==> config.mk <==
export PLATFORM = sky130hd
export DESIGN_NAME = bank_switch_scheduler
export DESIGN_NICKNAME = d
export VERILOG_FILES = /design/src/rtl/bank_switch_scheduler.sv
export SDC_FILE = /design/constraint.sdc
export NUM_CORES = 1
export LEC_CHECK = 0
export CAP_MARGIN = 25
export CORE_MARGIN = 2
export CORE_UTILIZATION = 40
export CTS_CLUSTER_DIAMETER = 30
export CTS_CLUSTER_SIZE = 28
export DETAILED_ROUTE_END_ITERATION = 16
export SLEW_MARGIN = 20
export SYNTH_ARGS = -nofsm -noshare
export SYNTH_HDL_FRONTEND = slang
export SYNTH_SLANG_ARGS = --single-unit
==> constraint.sdc <==
create_clock -name clk -period 2.4 [get_ports clk]
set_clock_uncertainty 0.05 [all_clocks]
set_input_delay 0.48 -clock clk [delete_from_list [all_inputs] [get_ports clk]]
set_output_delay 0.48 -clock clk [all_outputs]
set_load 0.005 [all_outputs]
==> src/rtl/bank_switch_scheduler.sv <==
// Sequences the ifmap/weight double-buffer bank switches and per-tile compute
// launches until the configured tile count has been computed.
module bank_switch_scheduler #(
  parameter int TILE_CNT_WIDTH  = 16,
  parameter int STALL_CNT_WIDTH = 16
) (
  input  logic                       clk,
  input  logic                       rst,
  input  logic                       config_done,
  input  logic [TILE_CNT_WIDTH-1:0]  config_num_tiles,
  input  logic                       ifmap_bank_ready,
  input  logic                       weight_bank_ready,
  input  logic                       compute_done,
  output logic                       ready_to_switch,
  output logic                       start_new_write_bank,
  output logic                       compute_start,
  output logic [TILE_CNT_WIDTH-1:0]  tile_count,
  output logic                       busy,
  output logic                       all_done,
  output logic                       protocol_err,
  output logic [STALL_CNT_WIDTH-1:0] stall_count
);

  typedef enum logic [2:0] {
    S_IDLE, S_FILL, S_SWITCH, S_LAUNCH, S_RUN, S_DONE
  } state_t;

  state_t                      state_q;
  logic [TILE_CNT_WIDTH-1:0]   n_q;
  logic [TILE_CNT_WIDTH-1:0]   tile_q;
  logic [STALL_CNT_WIDTH-1:0]  stall_q;
  logic                        err_q;
  logic                        arm_i_q;
  logic                        arm_w_q;
  logic                        done_seen_q;
  logic                        last_tile;
  logic                        writes_ok;

  assign last_tile = (tile_q == n_q);
  // A ready flag only counts once it has been seen low since the last switch.
  assign writes_ok = last_tile ||
                     (arm_i_q && ifmap_bank_ready && arm_w_q && weight_bank_ready);

  always_ff @(posedge clk or posedge rst) begin
    if (rst) begin
      state_q     <= S_IDLE;
      n_q         <= '0;
      tile_q      <= '0;
      stall_q     <= '0;
      err_q       <= 1'b0;
      arm_i_q     <= 1'b0;
      arm_w_q     <= 1'b0;
      done_seen_q <= 1'b0;
    end else begin
      if (compute_done) begin
        unique case (state_q)
          S_IDLE, S_FILL, S_SWITCH, S_LAUNCH: err_q <= 1'b1;
          S_RUN:   if (done_seen_q) err_q <= 1'b1;
          default: ;
        endcase
      end

      unique case (state_q)
        S_IDLE: begin
          if (config_done) begin
            n_q     <= config_num_tiles;
            tile_q  <= '0;
            stall_q <= '0;
            err_q   <= 1'b0;
            state_q <= (config_num_tiles == '0) ? S_DONE : S_FILL;
          end
        end
        S_FILL: begin
          if (ifmap_bank_ready && weight_bank_ready) state_q <= S_SWITCH;
        end
        S_SWITCH: begin
          tile_q      <= tile_q + TILE_CNT_WIDTH'(1);
          arm_i_q     <= 1'b0;
          arm_w_q     <= 1'b0;
          done_seen_q <= 1'b0;
          state_q     <= S_LAUNCH;
        end
        S_LAUNCH: begin
          if (!ifmap_bank_ready)  arm_i_q <= 1'b1;
          if (!weight_bank_ready) arm_w_q <= 1'b1;
          state_q <= S_RUN;
        end
        S_RUN: begin
          if (!ifmap_bank_ready)  arm_i_q <= 1'b1;
          if (!weight_bank_ready) arm_w_q <= 1'b1;
          if (compute_done)       done_seen_q <= 1'b1;
          if (done_seen_q && writes_ok) begin
            state_q <= last_tile ? S_DONE : S_SWITCH;
          end else if (done_seen_q && (stall_q != '1)) begin
            stall_q <= stall_q + STALL_CNT_WIDTH'(1);
          end
        end
        S_DONE: begin
          if (!config_done) state_q <= S_IDLE;
        end
        default: state_q <= S_IDLE;
      endcase
    end
  end

  assign ready_to_switch      = (state_q == S_SWITCH);
  assign compute_start        = (state_q == S_LAUNCH);
  assign start_new_write_bank = (state_q == S_LAUNCH) && (tile_q < n_q);
  assign busy                 = (state_q != S_IDLE) && (state_q != S_DONE);
  assign all_done             = (state_q == S_DONE);
  assign tile_count           = tile_q;
  assign stall_count          = stall_q;
  assign protocol_err         = err_q;

endmodule

==> results.ini, run 1 <==
[floorplan]
die_area_um2 = 8458
start_util_pct = 40.69
io_pins = 60
core.rowCount = 32
die_y_um = 91.97
core_um2 = 7607
die_x_um = 91.97

[run_status]
violations = setup timing
run_status = finished, violations left

[power]
pwr_density_cell_nw_per_um2 = 771.8
power.leakage_nw = 1.897
p_total_mw = 3.274
max-vdd-ir-drop_mv = 0.4550

[synth]
synth_area_leaders = dfrtp_1 (44%), ha_1 (7.3%), o21ai_0 (7.0%)
ys_types = 45
synthFlopType = dfrtp_1
syn_nets = 385
synth-seq-cells = 55
yosysSeqAreaShare_pct = 44.46
avgSynthCellArea_um2 = 8.972
yosys.area.top_type = dfrtp_1
yosysTopAreaCellShare_pct = 44.46
syn_area_um2 = 3095
synthCells = 345
async_flop_share_pct = 100.0
synth_edf_count = 0
yosys_warnings = 0

[route]
routed_via_density = 5.374
wl_per_cell_um = 15.12
drt_iter0_markers = 118
ant_nets = 0
via_count = 2886
detail_route.first_pass.iterations = 4
wirelength_um = 8117
drc = 0

[setup_path]
crit_path_start_kind = flip-flop
cp_top_family = compound AO/OA/AOI/OAI gates
crit_fanout = 2
critPathMaxStageDelay_ns = 0.39
cp.arrival_ns = 1.97
crit_buf_inv = 2
worstSetupEndpointType = output pin
cp_slowest_cell = dfrtp_1
crit_start = n_q[1]
r2r_slack_ns = 0.17
cp.required_ns = 1.87
path_cells = inv_2 -> ha_4 -> nor2b_4 -> o211ai_1 -> a21oi_2 -> a2111oi_4 -> o311a_1 -> buf_2
r2r_start = tile_count[12]
crit_type = flip-flop to output pin

[finish]
final_common_cell = clkdlybuf4s50_1
final_nets = 474
diodes = 0
final_cell_mix = clkdlybuf4s50_1 (57), dfrtp_1 (52), nand2_1 (51), o21ai_0 (43), buf_4 (36)
syn2layout_area_growth_pct = 37.03
drive_above_1_share_pct = 15.86
fillers = 726
final_cell_area_um2 = 4242

[grt]
grt_pass1_vias = 2657
grtUsageTotal_pct = 19.35
grt_max_degree = 56
antenna_found_initial = 0
grt_pass1_wl_um = 13280
grt_overflow = 0

[place]
io_buffers = 59
hpwl_um = 5794
place.gp.congestion = 0.7816
postPlaceCellArea_um2 = 4021

[timing]
finalSetupViolations = 1
tightestPinTransition_ns = 0.5051
fmax_mhz = 399.9
setup_tns_ns = -0.1009
finalCritPeriodShare_pct = 104.2
maxSlewHeadroom_pct = 66.24
setup_slack_ns = -0.1009
finalHoldViolations = 0
slew_viol_final = 0
finalCriticalPeriod_ns = 2.501
rsz0062_at_grt = yes

[clock_tree]
cts-hold-fix-buffers = 0
cts_made_buffers = 5
clk_pin_slew_ns = 0.11
cts_tree = done
cts_root_buf = clkbuf_8
cts_buffer_depth = 2
insertion_delay_ns = 0.31
htree_levels = 2
cts.sinks = 55

[min_path]
hold_class = flip-flop to flip-flop
hold_path.startpoint = n_q[0]

[job]
maxCapViolations = 0

[registers in the layout, summed over array words and instances (netlist names)]
signal        flops
stall_count      16
n_q              16
arm_w_q           1
protocol_err      1
arm_i_q           1
tile_count       16
done_seen_q       1
state_q           3
[routing by layer]
layer / track usage [%] / part of all wire [%] / wire length (um) / vias up
li1: - / - / - / 1440
met1: 28.59 / 50 / 4052 / 1396
met2: 30.45 / 47 / 3783 / 46
met3: 3.205 / 2.8 / 228 / 4
met4: 3.234 / 0.65 / 53 / 0
met5: 0 / 0 / 0 / -
[where the power goes]
part | internal [mW] | switching [mW]
combinational | 0.648 | 0.755
sequential | 1.13 | 0.0943
clock | 0.317 | 0.330
[worst reg2reg max path: stages, from the launching register on]
cell and delay [ns]:
dfrtp_1 0.42, ha_1 0.30, nand4_1 0.18, or4_4 0.61
buf_4 0.18, nand3_1 0.09, buf_4 0.18, nand3_1 0.08
o21ai_0 0.07
[timing repair]
action	in CTS	in global routing
setup buffers	5	0
setup endpoints to repair	3	5
pin swaps	5	4
gates resized for setup	11	10
[stage by stage]
stage	hold WS, ns	util (%)	instances	setup WS [ns]
after global placement	0.4370	52.86	524	-0.2704
final	0.4584	55.76	537	-0.1009
after CTS	0.4605	55.10	537	-0.1259
after floorplan	0.3997	-	345	0.2431
after detailed placement	0.4303	52.86	524	-0.3238
after global routing	0.5065	55.76	537	-0.1975
[cell usage after synthesis (all sizes together), types with 3 or more instances]
library cell and n:
dfrtp 55, o21ai 53, nand2 52, inv 19
ha 18, nor2 18, nand3 14, nand4 14
a21oi 11, o31ai 11, and3 10, clkbuf 10
a31oi 7, buf 5, mux2i 5, nand2b 4
nor4 4, o211ai 4, o41ai 4, and4 3
nor2b 3, o221ai 3
[worst paths after layout]
check / cells after the start / to
worst min-delay path: 2 / n_q[0]
max in group asynchronous: 3 / state_q[0]
worst max register to register: 8 / stall_count[1]
worst min register to register: 2 / n_q[0]
min in group asynchronous: 3 / n_q[13]
worst max-delay path: 8 / start_new_write_bank
[kinds of logic (layout without fill, tap and decap cells)]
family,Yosys count,after routing,synth area share (%)
adder cells (fa/ha/maj),18,18,7.276
AO/OA/AOI/OAI,101,101,20.09
AND/OR/NAND/NOR,131,131,21.79
flip-flops,55,55,44.46
multiplexers,5,5,1.617
buffers and inverters,35,125,4.770
[layout make-up]
type / count / area (um^2) / share of cell area [%]
Sequential cell: 55 / 1380 / 32.54
Clock inverter: 3 / 47.55 / 1.121
Multi-Input combinational cell: 255 / 1639 / 38.64
Clock buffer: 5 / 68.82 / 1.622
Tap cell: 102 / 127.6 / 3.009
Timing Repair Buffer: 97 / 898.4 / 21.18
Inverter: 20 / 80.08 / 1.888
Note: power is estimated with default switching activity, not from simulation.
==> run 2, diff against run 1 <==
--- a/config.mk
+++ b/config.mk
@@ -8,7 +8,7 @@
 export CAP_MARGIN = 25
 export CORE_MARGIN = 2
 export CORE_UTILIZATION = 40
-export CTS_CLUSTER_DIAMETER = 30
+export CTS_CLUSTER_DIAMETER = 50
 export CTS_CLUSTER_SIZE = 28
 export DETAILED_ROUTE_END_ITERATION = 16
 export SLEW_MARGIN = 20
==> results of run 2 <==
Same layout as run 1: the final DEF is identical, and so are final timing and power.
